$ cat src/rtl/calc_display.sv
// Display stage for the calculator core: captures the serial digit stream into a
// shadow bank, commits on entry to ready, and scans eight common-anode digits.
`timescale 1ns/1ps
module calc_display #(
    parameter int unsigned PRESCALE = 50000,
    parameter int unsigned BLANK_LZ = 1
) (
    input  logic       clock,
    input  logic       reset,
    input  logic [1:0] status,
    input  logic [3:0] data,
    input  logic [3:0] pos,
    output logic [7:0] an,
    output logic [6:0] seg,
    output logic       frame_done,
    output logic       err
);
    localparam int unsigned CW = (PRESCALE > 2) ? $clog2(PRESCALE) : 1;
    localparam logic [1:0] ST_ERRCODE = 2'b00;
    localparam logic [1:0] ST_BUSY    = 2'b01;
    localparam logic [1:0] ST_READY   = 2'b10;
    localparam logic [6:0] SEG_BLANK  = 7'h7F;
    localparam logic [6:0] SEG_E      = 7'b0000110;
    localparam logic [6:0] SEG_R      = 7'b0101111;
    localparam logic [6:0] SEG_O      = 7'b0100011;

    typedef enum logic {ST_NORMAL, ST_ERROR} state_t;

    state_t         state, state_next;
    logic [1:0]     prev_status;
    logic [CW-1:0]  cnt;
    logic [2:0]     idx;
    logic [3:0]     shadow [8];
    logic [3:0]     disp   [8];
    logic           tick_c, capture_c, commit_c;
    logic           zero_run;
    logic [7:0]     lz_blank;
    logic [6:0]     seg_nxt;

    function automatic logic [6:0] decode(input logic [3:0] v);
        case (v)
            4'd0:    decode = 7'b1000000;
            4'd1:    decode = 7'b1111001;
            4'd2:    decode = 7'b0100100;
            4'd3:    decode = 7'b0110000;
            4'd4:    decode = 7'b0011001;
            4'd5:    decode = 7'b0010010;
            4'd6:    decode = 7'b0000010;
            4'd7:    decode = 7'b1111000;
            4'd8:    decode = 7'b0000000;
            4'd9:    decode = 7'b0010000;
            default: decode = SEG_BLANK;
        endcase
    endfunction

    // Next state plus capture/commit strobes; error is terminal until reset.
    always_comb begin
        state_next = state;
        capture_c  = 1'b0;
        commit_c   = 1'b0;
        tick_c     = (cnt == CW'(PRESCALE - 1));
        if (state == ST_NORMAL) begin
            capture_c = (status == ST_BUSY) && !pos[3];
            commit_c  = (status == ST_READY) && (prev_status != ST_READY);
            if (status == ST_ERRCODE) state_next = ST_ERROR;
        end
    end

    // Leading-zero mask: a digit blanks when it and everything above it is zero.
    always_comb begin
        zero_run = 1'b1;
        lz_blank = '0;
        for (int i = 7; i >= 0; i--) begin
            zero_run    = zero_run && (disp[i] == 4'd0);
            lz_blank[i] = (BLANK_LZ != 0) && zero_run && (i != 0);
        end
    end

    always_comb begin
        seg_nxt = SEG_BLANK;
        if (err) begin
            case (idx)
                3'd0:       seg_nxt = SEG_O;
                3'd1, 3'd2: seg_nxt = SEG_R;
                3'd3:       seg_nxt = SEG_E;
                default:    seg_nxt = SEG_BLANK;
            endcase
        end else if (!lz_blank[idx]) begin
            seg_nxt = decode(disp[idx]);
        end
    end

    always_ff @(posedge clock) begin
        if (reset) begin
            state       <= ST_NORMAL;
            err         <= 1'b0;
            prev_status <= ST_BUSY;
            cnt         <= '0;
            idx         <= '0;
            frame_done  <= 1'b0;
            an          <= 8'hFF;
            seg         <= SEG_BLANK;
            for (int i = 0; i < 8; i++) begin
                shadow[i] <= '0;
                disp[i]   <= '0;
            end
        end else begin
            state       <= state_next;
            err         <= (state_next == ST_ERROR);
            prev_status <= status;
            cnt         <= tick_c ? '0 : cnt + CW'(1);
            if (tick_c) idx <= idx + 3'd1;
            frame_done  <= tick_c && (idx == 3'd7);
            an          <= ~(8'd1 << idx);
            seg         <= seg_nxt;
            if (capture_c) shadow[pos[2:0]] <= data;
            if (commit_c) begin
                for (int i = 0; i < 8; i++) disp[i] <= shadow[i];
            end
        end
    end
endmodule

$ cat config.mk
export PLATFORM = sky130hd
export DESIGN_NAME = calc_display
export DESIGN_NICKNAME = d
export VERILOG_FILES = /design/src/rtl/calc_display.sv
export SDC_FILE = /design/constraint.sdc
export NUM_CORES = 1
export LEC_CHECK = 0
export CAP_MARGIN = 15
export CORE_ASPECT_RATIO = 1.4
export CORE_UTILIZATION = 59
export DETAILED_ROUTE_END_ITERATION = 10
export PLACE_DENSITY = 0.85
export SKIP_LAST_GASP = 1
export SYNTH_ARGS = -nofsm -noshare
export SYNTH_HDL_FRONTEND = slang
export SYNTH_SLANG_ARGS = --single-unit
$ cat constraint.sdc
create_clock -name clock -period 5.59 [get_ports clock]
set_clock_uncertainty 0.2 [all_clocks]
set_input_delay 1.677 -clock clock [delete_from_list [all_inputs] [get_ports clock]]
set_output_delay 1.677 -clock clock [all_outputs]
set_load 0.005 [all_outputs]
# Word level (Yosys, flattened, before mapping)
# Memories as Yosys holds them, arrays and structs flattened. A register that Yosys moved wholly into a read port is not among the register bits.
# Cells that the tools add are included.
[totals]
romBits = 112
wordCells = 83
output_inout_bits = 17
ram_bits = 64
n_memories = 3
ff_bits = 38
in_bits = 12
[memory_table]
columns = ["memory", "depth", "width", "rd", "rd_clocked_by_memory_dff", "wr", "line_no", "text"]
rows = [
  ["(no name shown)", 16, 7, 1, 0, 0, "41", "case (v)"],
  ["disp", 8, 4, 8, 1, 8, "34", "logic [3:0] disp [8];"],
  ["shadow", 8, 4, 8, 0, 8, "33", "logic [3:0] shadow [8];"],
]
[op_classes]
reduce_logical = 22
shift = 1
bitwise = 9
magnitude_cmp = 1
muxes = 30
eq_ne = 8
addsub = 2
[ops]
columns = ["op", "n"]
rows = [
  ["2-to-1 mux 4 bit", 9],
  ["logical NOT 4 bit", 7],
  ["case mux 7 bit (3 select lines)", 1],
  ["adder 16 x 1 -> 16 bit, second input constant", 1],
  ["equality test 16 bit, second input constant", 1],
  ["2-to-1 mux 1 bit", 14],
  ["2-to-1 mux 7 bit", 2],
  ["logical AND 1 bit", 9],
  ["2-to-1 mux 3 bit", 3],
  ["NOT 8 bit", 1],
  ["bitwise OR 1 bit", 8],
  ["left shift 1 x 3 -> 8 bit, first input constant", 1],
  ["equality test 3 x 2 -> 1 bit, second input constant", 2],
  ["less-than comparator 3 x 4 -> 1 bit, second input constant", 1],
  ["OR reduction 2 bit", 2],
  ["OR reduction 4 bit", 1],
  ["adder 3 x 1 -> 3 bit, second input constant", 1],
  ["binary-select mux 1 bit (select 3 bit)", 1],
  ["equality test 3 x 1 -> 1 bit, second input constant", 1],
  ["equality test 3 bit, second input constant", 1],
  ["logical NOT 3 bit", 1],
  ["equality test 2 x 1 -> 1 bit, second input constant", 1],
  ["equality test 2 bit, second input constant", 1],
  ["logical NOT 2 bit", 1],
  ["2 further kinds", 2],
]

# Logic depth before layout (Yosys ltp)
# Gate-level depths: netlist (run 1).
# An unclocked memory read counts as a cell.
[depth]
depth_word = 12
depth_mapped = 8
depth_no_buf = 7

# Worst setup path before layout (run 1)
# No wires, ideal clock.
[synth_timing]
kind = "input-to-reg"
startpoint = "input port status[0]"
endpoint = "memory disp[0][0] (enable)"
arrival_ps = 4129
slack_ps = 796
required_time_ps = 4924
stages = 2
n_path_buf = 0
setup_ps = 466
path_cell_list = "nand3b_1 o21ai_0"
[synth_lines]
columns = ["element", "line_no", "text"]
rows = [
  ["start: declaration", "10", "input logic [1:0] status,"],
  ["end: declaration", "34", ""],
]

==> out/qor.txt, run 1 <==
DIE
---------------------------------------------------------------------------------
Area enclosed by the die boundary ..................................   8200 sq um
Die boundary width .................................................      76.8 um
Core Area ..........................................................   7450 sq um
Number of primary I/O pins .........................................           29
Row Count ..........................................................           37
Chip Height ........................................................       107 um
Initial standard-cell utilization of the core ......................        62.0%

DRT
---------------------------------------------------------------------------------
DR WL met2 .........................................................      4350 um
# DRC ..............................................................            0
Average wire per standard cell .....................................      15.6 um
Top Metal Used .....................................................         met4
Via/cell ratio .....................................................         5.64
Initial DRC count ..................................................          110
Number of optimization iterations in the first detailed-route pass .            4
Wire length on met1 ................................................      3090 um
Met3 layer wire length in the routed design ........................       299 um
Count of vias placed by the detailed router ........................         2942
Detailed Route WL ..................................................      8140 um
Final antenna-violating net count ..................................            0

CLOCK NETWORK
---------------------------------------------------------------------------------
Clock net sink count ...............................................          105
Post-CTS repair timing setup buffer count ..........................            0
TritonCTS clock tree ...............................................        built
Cell at the root of the clock tree .................................     clkbuf_8
Number of levels the H-tree was split into .........................            3
Clk slew on worst S/H paths ........................................      0.10 ns
Buffer depth of the longest clock path .............................            2
Clk_lat worst skew .................................................      0.36 ns
CTS buffer count ...................................................            9
Resized cells post-CTS .............................................            0
Post-CTS Hold Fix Bufs .............................................            0

LOGIC SYNTHESIS
---------------------------------------------------------------------------------
Yosys warning count ................................................            0
Gate count after technology mapping ................................          389
Simple-gate area share of the yosys netlist ........................        21.6%
Synth top area cells ............................................... edfxtp_1 (42%), dfxtp_1 (18%), and2_1 (7.7%)
Syn avg cell area ..................................................   11.9 sq um
Count of cell types in the netlist .................................           46
Portion of the post-synthesis area used by sequential elements .....        59.3%
Net count after synthesis ..........................................          414
Synth Area in Compound Gates .......................................        4.55%
Number of flops mapped to enable cells by yosys ....................           64
Library cell with the largest summed area after synthesis ..........     edfxtp_1
Cell area after technology mapping .................................   4620 sq um
XOR/XNOR share of the synthesized area .............................        2.84%
Number of synthesized register bits ................................          105
Synthesized-area fraction occupied by adder cells ..................        3.52%
Area share of the largest cell type after synthesis ................        41.6%
Combinational family with the most area after synthesis ............ simple AND/OR/NAND/NOR gates
Ys async rst share .................................................           0%
Multiplexer share of the synthesized area ..........................        6.09%
Top flip-flop cell by instance count after synthesis ...............     edfxtp_1

POWER
---------------------------------------------------------------------------------
Worst vdd ir .......................................................     0.192 mV
PnR Total Power ....................................................      1.42 mW
Reported leakage power .............................................      1.89 nW
Power density relative to cell area ................................  273 nW/um^2

CRITICAL PATH
---------------------------------------------------------------------------------
Length in cells of the worst reg-to-reg path .......................            6
Arrival time reported for the critical path endpoint ...............      3.42 ns
Slowest cell on the critical path ..................................      o21ai_0
Worst reg2reg path endpoint ........................................ seg[0]$_SDFF_PP1_
Launch point of the worst path .....................................        reset
Worst Path Max Fanout ..............................................           22
Capturing instance or port of the critical path .................... shadow[5][1]$_SDFFCE_PN0P_
Critical path launch point type ....................................    input pin
Reg2reg setup slack ................................................      2.96 ns
Critical-path cell list ............................................ clkdlybuf4s50_1 > buf_4 > nor2_1 > and4bb_2 > nand2_1 > o21ai_0
Critical path class ................................................ input pin to flop
Critical path's largest stage delay ................................      0.52 ns
Req. time, crit path ...............................................      5.39 ns
Endpoint type of the worst setup path ..............................         flop

GLOBAL ROUTE
---------------------------------------------------------------------------------
Largest net degree at the start of global routing ..................           33
First-pass GRT wire length .........................................     14200 um
Initial antenna violation count ....................................            0
Via count of the first global-routing pass .........................         3112
Leftover overflow at the end of global routing .....................            0
GRT Overall Usage ..................................................        22.8%

LAYOUT
---------------------------------------------------------------------------------
Most used cells in the layout excluding fill and tap cells ......... edfxtp_1 (64), and2_1 (57), dfxtp_1 (41)
Post-route cell area ...............................................   5190 sq um
Filler cell count ..................................................          515
Leading cell type in the layout, fill and taps excluded ............     edfxtp_1
Area growth from synthesis to final layout .........................        12.3%
Net count of the finished layout ...................................          445
Share of layout cells above drive strength 1 .......................        8.47%
Final antenna diode count ..........................................            0

STA
---------------------------------------------------------------------------------
Fin. max-slew vios .................................................            0
Worst slew margin relative to its limit ............................        40.8%
Transition at the pin with the smallest max-transition slack .......     0.879 ns
Final clock period utilization by the worst path ...................        64.7%
# setup viols final ................................................            0
Number of hold-slack violations in the final timing report .........            0
Post-layout minimum cycle time .....................................      3.62 ns
Aggregate negative setup slack .....................................         0 ns
RSZ-0062 raised after global routing ...............................        false
Worst hold margin ..................................................     0.279 ns
Maximum clock rate .................................................    0.276 GHz

PLACE
---------------------------------------------------------------------------------
IO Port Bufs .......................................................           28
Placed wire-length estimate after detailed placement ...............      6040 um
Final estimated routing congestion in global placement .............        0.858
Total cell area at the placement stage .............................   4990 sq um

MIN PATH
---------------------------------------------------------------------------------
Number of cells on the worst hold path .............................            1
Worst min path class ............................................... flop to flop

OUTCOME
---------------------------------------------------------------------------------
Result of the run .................................................. finished clean

RUN
---------------------------------------------------------------------------------
Max-capacitance violation count ....................................            0

-- synthesized netlist by cell type, types with 2 or more instances --
master     number
xnor2_1         7
a22oi_2         2
xor2_1          8
nor2b_1        13
nor4_1          9
o2111ai_1       3
nand4_1         4
edfxtp_1       64
nand2b_1        6
or2_2           5
o21ai_0        11
mux2i_1        12
buf_2           2
and2_1         57
nand3_1        14
nand2_1        18
inv_1          10
ha_1           13
a21oi_1         6
nor2_1         40
buf_6           2
nor3_1          8
mux4_2          5
clkbuf_1        6
dfxtp_1        41
and3_1          3
-- state kept, by name, indices dropped and copies added (netlist names), named ones only --
register	count
frame_done	1
idx	3
disp	32
seg	7
state	1
prev_status	2
cnt	16
an	8
shadow	32
-- cell type report --
cell class	instances	area (sq um)	area share (%)
flip-flops and latches	105	2740	52.9
multi-input cells	263	1790	34.4
repair buffers	31	303	5.84
clock buffers	11	163	3.13
well taps	97	121	2.34
inverters	10	37.5	0.723
clock inverters	5	35.0	0.675
-- routing by layer --
metal | track usage [%] | vias up
met1 | 24.2 | 1390
met3 | 4.94 | 33
li1 | - | 1431
met4 | 16.2 | 0
met2 | 39.8 | 88
met5 | 0 | -
-- worst min-delay path by stage --
stage / slack [ns] / startpoint / endpoint
5_1_grt: 0.32 / cnt[0]$_SDFF_PP0_ / cnt[0]$_SDFF_PP0_
2_1_floorplan: 0.23 / cnt[0]$_SDFF_PP0_ / cnt[0]$_SDFF_PP0_
4_1_cts: 0.29 / cnt[0]$_SDFF_PP0_ / cnt[0]$_SDFF_PP0_
3_3_place_gp: 0.24 / cnt[0]$_SDFF_PP0_ / cnt[0]$_SDFF_PP0_
6_report: 0.28 / cnt[0]$_SDFF_PP0_ / cnt[0]$_SDFF_PP0_
3_5_place_dp: 0.26 / cnt[0]$_SDFF_PP0_ / cnt[0]$_SDFF_PP0_
-- critical path: cells and delay by family --
family,cells,cell delay (ns)
AOI/OAI and AO/OA,1,0.52
buffers and inverters,2,0.60
and+or+nand+nor,3,0.62
-- kinds of logic (layout without fill, tap and decap cells) --
| group | count (synthesis) | count (layout) |
|---|---|---|
| DFF | 105 | 105 |
| AOI/OAI and AO/OA | 31 | 31 |
| and+or+nand+nor | 184 | 184 |
| adders and majority gates | 13 | 13 |
| xor gates and xnor gates | 15 | 15 |
| buffers and inverters | 21 | 57 |
| muxes | 20 | 20 |
-- power by group --
group	leakage (nW)	internal, mW	total (mW)	switching [mW]
registers	0.998	0.854	0.869	0.0154
clock network	0.105	0.203	0.453	0.250
logic	0.790	0.0433	0.0958	0.0525
total	1.89	1.10	1.42	0.318
-- through the flow --
step,std cells,setup WS (ns),util [%]
2_1_floorplan,389,0.796,-
3_3_place_gp,506,1.71,67.0
3_5_place_dp,506,1.60,67.0
4_1_cts,522,2.00,69.6
5_1_grt,522,1.87,69.6
6_report,522,1.97,69.6
No activity file was read; power rests on OpenSTA's default activity.
==> run 2, diff against run 1 <==
==> constraint.sdc (replaced) <==
create_clock -name clock -period 3.7 [get_ports clock]
set_clock_uncertainty 0.2 [all_clocks]
set_input_delay 1.11 -clock clock [delete_from_list [all_inputs] [get_ports clock]]
set_output_delay 1.11 -clock clock [all_outputs]
set_load 0.005 [all_outputs]
==> run 2 against run 1 <==
Net effect:
- count of clock-buffer cells in the layout increased by 1
- non-clock buffer count is the same
- via count up 2.2%
- cell count is the same
- sequential cell count unchanged
- register-to-register slack got worse by 1.9 ns
- total power up 52%
- critical path type is now flop to output pin
- critical endpoint is now err
==> out/qor.txt, run 2 (same netlist as run 1, synthesis figures left out) <==
MIN PATH
---------------------------------------------------------------------------------
Worst hold endpoint ................................................ cnt[0]$_SDFF_PP0_
Number of cells on the worst hold path .............................            1
Worst min path class ............................................... flop to flop
Hold path start .................................................... cnt[0]$_SDFF_PP0_

CRITICAL PATH
---------------------------------------------------------------------------------
Endpoint type of the worst setup path ..............................   output pin
Critical path's largest stage delay ................................      0.66 ns
Launch point of the worst path ..................................... state$_SDFF_PP0_
Worst Path Max Fanout ..............................................           12
Worst reg2reg path endpoint ........................................ seg[0]$_SDFF_PP1_
Slowest cell on the critical path ..................................      dfxtp_1
Arrival time reported for the critical path endpoint ...............      1.62 ns
Req. time, crit path ...............................................      2.39 ns
Crit path max-delay family .........................................   flip-flops
Critical path launch point type ....................................         flop
Worst Path Buf+Inv .................................................            1
Length in cells of the worst reg-to-reg path .......................            6
Number of cells on the critical path ...............................            1
Critical path class ................................................ flop to output pin
Critical-path cell list ............................................ clkdlybuf4s50_1
Reg2reg setup slack ................................................      1.04 ns

STA
---------------------------------------------------------------------------------
Worst hold margin ..................................................     0.279 ns
Post-layout minimum cycle time .....................................      2.93 ns
Fin. max-slew vios .................................................            0
# setup viols final ................................................            0
Worst slew margin relative to its limit ............................        41.2%
Maximum clock rate .................................................    0.341 GHz
Transition at the pin with the smallest max-transition slack .......     0.875 ns
Number of hold-slack violations in the final timing report .........            0
Aggregate negative setup slack .....................................         0 ns
Final clock period utilization by the worst path ...................        79.2%
RSZ-0062 raised after global routing ...............................        false
Final Worst Setup Slack ............................................     0.769 ns

POWER
---------------------------------------------------------------------------------
Reported leakage power .............................................      1.89 nW
Share of power burned in combinational logic .......................         6.8%
Worst vdd ir .......................................................     0.317 mV
Clock Power Share ..................................................        32.2%
Sequential share of power ..........................................        61.0%
Power density relative to cell area ................................  415 nW/um^2
Proportion of total power due to net switching .....................        22.1%
Power spent charging and discharging nets ..........................       476 uW
Cell-internal power ................................................      1.68 mW

PLACE
---------------------------------------------------------------------------------
Final estimated routing congestion in global placement .............        0.832
Placement Setup Slack ..............................................     0.456 ns
IO Port Bufs .......................................................           28
Placed wire-length estimate after detailed placement ...............      6310 um
Total cell area at the placement stage .............................   4990 sq um

GLOBAL ROUTE
---------------------------------------------------------------------------------
GRT Overall Usage ..................................................        22.5%
Largest net degree at the start of global routing ..................           33
First-pass GRT wire length .........................................     13800 um
Via count of the first global-routing pass .........................         2960
Leftover overflow at the end of global routing .....................            0
Initial antenna violation count ....................................            0

CLOCK NETWORK
---------------------------------------------------------------------------------
Clk slew on worst S/H paths ........................................      0.09 ns
TritonCTS clock tree ...............................................        built
Cell at the root of the clock tree .................................     clkbuf_8
Resized cells post-CTS .............................................            0
Clock net sink count ...............................................          105
Clk_lat worst skew .................................................      0.36 ns
Buffer depth of the longest clock path .............................            2
CTS buffer count ...................................................            9
Post-CTS Hold Fix Bufs .............................................            0
Post-CTS repair timing setup buffer count ..........................            0
Number of levels the H-tree was split into .........................            3

DRT
---------------------------------------------------------------------------------
Final antenna-violating net count ..................................            0
# DRC ..............................................................            0
Initial DRC count ..................................................          116
Average wire per standard cell .....................................      16.3 um
Count of vias placed by the detailed router ........................         3006
Number of optimization iterations in the first detailed-route pass .            4
Detailed Route WL ..................................................      8500 um
Via/cell ratio .....................................................         5.76

LAYOUT
---------------------------------------------------------------------------------
Leading cell type in the layout, fill and taps excluded ............     edfxtp_1
Post-route cell area ...............................................   5190 sq um
Final antenna diode count ..........................................            0
Share of layout cells above drive strength 1 .......................        8.00%
Area growth from synthesis to final layout .........................        12.3%
Net count of the finished layout ...................................          445
Utilization of the core after routing ..............................        69.6%
Largest registers .................................................. disp: 32 flops, shadow: 32 flops, cnt: 16 flops
Most used cells in the layout excluding fill and tap cells ......... edfxtp_1 (64), and2_1 (57), dfxtp_1 (41)

RUN
---------------------------------------------------------------------------------
Max-capacitance violation count ....................................            0

DIE
---------------------------------------------------------------------------------
Core Area ..........................................................   7450 sq um
Initial standard-cell utilization of the core ......................        62.0%
Area enclosed by the die boundary ..................................   8200 sq um
Die boundary width .................................................      76.8 um
Row Count ..........................................................           37
Chip Height ........................................................       107 um
Number of primary I/O pins .........................................           29

OUTCOME
---------------------------------------------------------------------------------
Result of the run .................................................. finished clean

run 2: cell type report:
type	count	area, sq um
fill	531	2260
tap	97	121
clock inverter	4	21.3
timing repair buffer	31	303
sequential	105	2740
inverter	10	37.5
clock buffer	12	178
multi-input combinational	263	1790
run 2: worst max-delay path by stage:
stage | end | slack, ns
after CTS | err | 0.77
after global routing | err | 0.71
after detailed placement | shadow[0][0]$_SDFFCE_PN0P_ | 0.46
after floorplan | disp[0][0]$_SDFFCE_PN0P_ | 0.34
final | err | 0.77
after global placement | shadow[4][1]$_SDFFCE_PN0P_ | 0.54
run 2: power groups by stage:
stage                     clock (mW)  combinational [mW]  sequential (mW)
final                          0.695               0.147             1.31
after detailed placement           0               0.147             1.34
after global routing           0.758               0.160             1.32
after CTS                      0.715               0.147             1.31
after global placement             0               0.141             1.34
after floorplan                    0              0.0847             1.33
run 2: stage by stage:
stage / cells / power (mW)
2_1_floorplan: 389 / 1.42
3_3_place_gp: 506 / 1.48
3_5_place_dp: 506 / 1.49
4_1_cts: 522 / 2.18
5_1_grt: 522 / 2.24
6_report: 522 / 2.16
run 2: per-layer routing:
layer	GRT usage (%)	share of wire [%]
met4	15.8	5.1
met5	0	0
met1	23.4	37
met2	39.8	54
met3	4.94	4.2
==> run 3, diff against run 2 <==
==> constraint.sdc (replaced) <==
create_clock -name clock -period 2.8 [get_ports clock]
set_clock_uncertainty 0.2 [all_clocks]
set_input_delay 0.84 -clock clock [delete_from_list [all_inputs] [get_ports clock]]
set_output_delay 0.84 -clock clock [all_outputs]
set_load 0.005 [all_outputs]
==> run 3 against run 2 <==
Net effect:
- global-route usage grew 0.097 points
- worst hold slack got worse by 0.0025 ns
- final area grew 2.8%
- first-iteration DRC count increased by 28%
==> out/qor.txt, run 3 (same netlist as run 1, synthesis figures left out) <==
GLOBAL ROUTE
---------------------------------------------------------------------------------
Fraction of met3 tracks used by global routing .....................        4.85%
Met1 Track Usage GR ................................................        22.6%
First-pass GRT wire length .........................................     13900 um
Largest net degree at the start of global routing ..................           33
GRT busiest layer ..................................................         met2
Leftover overflow at the end of global routing .....................            0
GRT Overall Usage ..................................................        22.6%
Initial antenna violation count ....................................            0
Via count of the first global-routing pass .........................         2949
Met2 Resource Use GR ...............................................        42.9%

STA
---------------------------------------------------------------------------------
Post-layout minimum cycle time .....................................      2.64 ns
Aggregate negative setup slack .....................................         0 ns
RSZ-0062 raised after global routing ...............................        false
Number of hold-slack violations in the final timing report .........            0
Maximum clock rate .................................................    0.379 GHz
Worst hold margin ..................................................     0.277 ns
Final clock period utilization by the worst path ...................        94.3%
Worst slew margin relative to its limit ............................        50.0%
Fin. max-slew vios .................................................            0
Transition at the pin with the smallest max-transition slack .......     0.743 ns
# setup viols final ................................................            0

CLOCK NETWORK
---------------------------------------------------------------------------------
Post-CTS Hold Fix Bufs .............................................            0
Resized cells post-CTS .............................................            0
Clk_lat worst skew .................................................      0.37 ns
Clock net sink count ...............................................          105
Cell at the root of the clock tree .................................     clkbuf_8
Post-CTS repair timing setup buffer count ..........................            0
TritonCTS clock tree ...............................................        built
CTS buffer count ...................................................            9
Number of levels the H-tree was split into .........................            3
Buffer depth of the longest clock path .............................            2
Clk slew on worst S/H paths ........................................      0.11 ns

PLACE
---------------------------------------------------------------------------------
Final estimated routing congestion in global placement .............        0.825
IO Port Bufs .......................................................           28
Number of cells in the design after placement ......................          522
Total cell area at the placement stage .............................   5120 sq um
Placed wire-length estimate after detailed placement ...............      6200 um

DIE
---------------------------------------------------------------------------------
Area enclosed by the die boundary ..................................   8200 sq um
Number of primary I/O pins .........................................           29
Die boundary width .................................................      76.8 um
Row Count ..........................................................           37
Initial standard-cell utilization of the core ......................        62.0%
Chip Height ........................................................       107 um
Core Area ..........................................................   7450 sq um

CRITICAL PATH
---------------------------------------------------------------------------------
Worst Path Buf+Inv .................................................            1
Critical path class ................................................ flop to output pin
Critical path's largest stage delay ................................      0.64 ns
Endpoint type of the worst setup path ..............................   output pin
Arrival time reported for the critical path endpoint ...............      1.60 ns
Critical-path cell list ............................................ clkdlybuf4s50_1
Req. time, crit path ...............................................      1.76 ns
Critical path launch point type ....................................         flop
Crit path max-delay family .........................................   flip-flops
Slowest cell on the critical path ..................................      dfxtp_1
Worst Path Max Fanout ..............................................           12
Reg2reg setup slack ................................................      0.27 ns

POWER
---------------------------------------------------------------------------------
Power density relative to cell area ................................  546 nW/um^2
Reported leakage power .............................................      1.97 nW
Worst vdd ir .......................................................     0.328 mV

OUTCOME
---------------------------------------------------------------------------------
Result of the run .................................................. finished clean

DRT
---------------------------------------------------------------------------------
Number of optimization iterations in the first detailed-route pass .            4
Average wire per standard cell .....................................      15.4 um
Initial DRC count ..................................................          148
# DRC ..............................................................            0
Final antenna-violating net count ..................................            0
Via/cell ratio .....................................................         5.53
Count of vias placed by the detailed router ........................         2974
Detailed Route WL ..................................................      8280 um

LAYOUT
---------------------------------------------------------------------------------
Share of layout cells above drive strength 1 .......................        11.8%
Most used cells in the layout excluding fill and tap cells ......... edfxtp_1 (64), and2_1 (57), dfxtp_1 (41)
Post-route cell area ...............................................   5340 sq um
Final antenna diode count ..........................................            0
Largest registers .................................................. disp: 32 flops, shadow: 32 flops, cnt: 16 flops
Leading cell type in the layout, fill and taps excluded ............     edfxtp_1
Utilization of the core after routing ..............................        71.6%
Net count of the finished layout ...................................          461
Non-Filler Instances ...............................................          538
Area growth from synthesis to final layout .........................        15.4%

RUN
---------------------------------------------------------------------------------
Max-capacitance violation count ....................................            0

MIN PATH
---------------------------------------------------------------------------------
Worst min path class ............................................... flop to flop

-- run 3: per-layer routing --
layer	vias up	routed length [um]
met5	-	0
met2	69	4630
met3	19	268
li1	1463	-
met4	0	301
met1	1423	3080
-- run 3: metrics by stage --
| stage | setup slack (ns) | total power, mW |
|---|---|---|
| 2_1_floorplan | 0.303 | 1.87 |
| 3_3_place_gp | 0.0182 | 1.97 |
| 3_5_place_dp | 0.0145 | 1.98 |
| 4_1_cts | 0.153 | 2.92 |
| 5_1_grt | 0.0844 | 3.02 |
| 6_report | 0.160 | 2.91 |
-- run 3: worst paths after layout --
path | to | startpoint | cells after the start
setup / recovery | err | state$_SDFF_PP0_ | 1
hold / removal | cnt[0]$_SDFF_PP0_ | cnt[0]$_SDFF_PP0_ | 1
setup reg to reg | seg[0]$_SDFF_PP1_ | flop | 6
hold reg to reg | cnt[0]$_SDFF_PP0_ | cnt[0]$_SDFF_PP0_ | 1
-- run 3: power by group --
part,internal [mW],switching (mW)
logic,0.0998,0.110
clock network,0.431,0.535
registers,1.70,0.0305
total,2.24,0.675
-- run 3: layout make-up --
cell class | instances | area (sq um)
multi-input cells | 263 | 1790
well taps | 97 | 121
clock inverters | 7 | 87.6
flip-flops and latches | 105 | 2740
fillers | 504 | 2120
clock buffers | 9 | 124
inverters | 10 | 37.5
repair buffers | 47 | 435
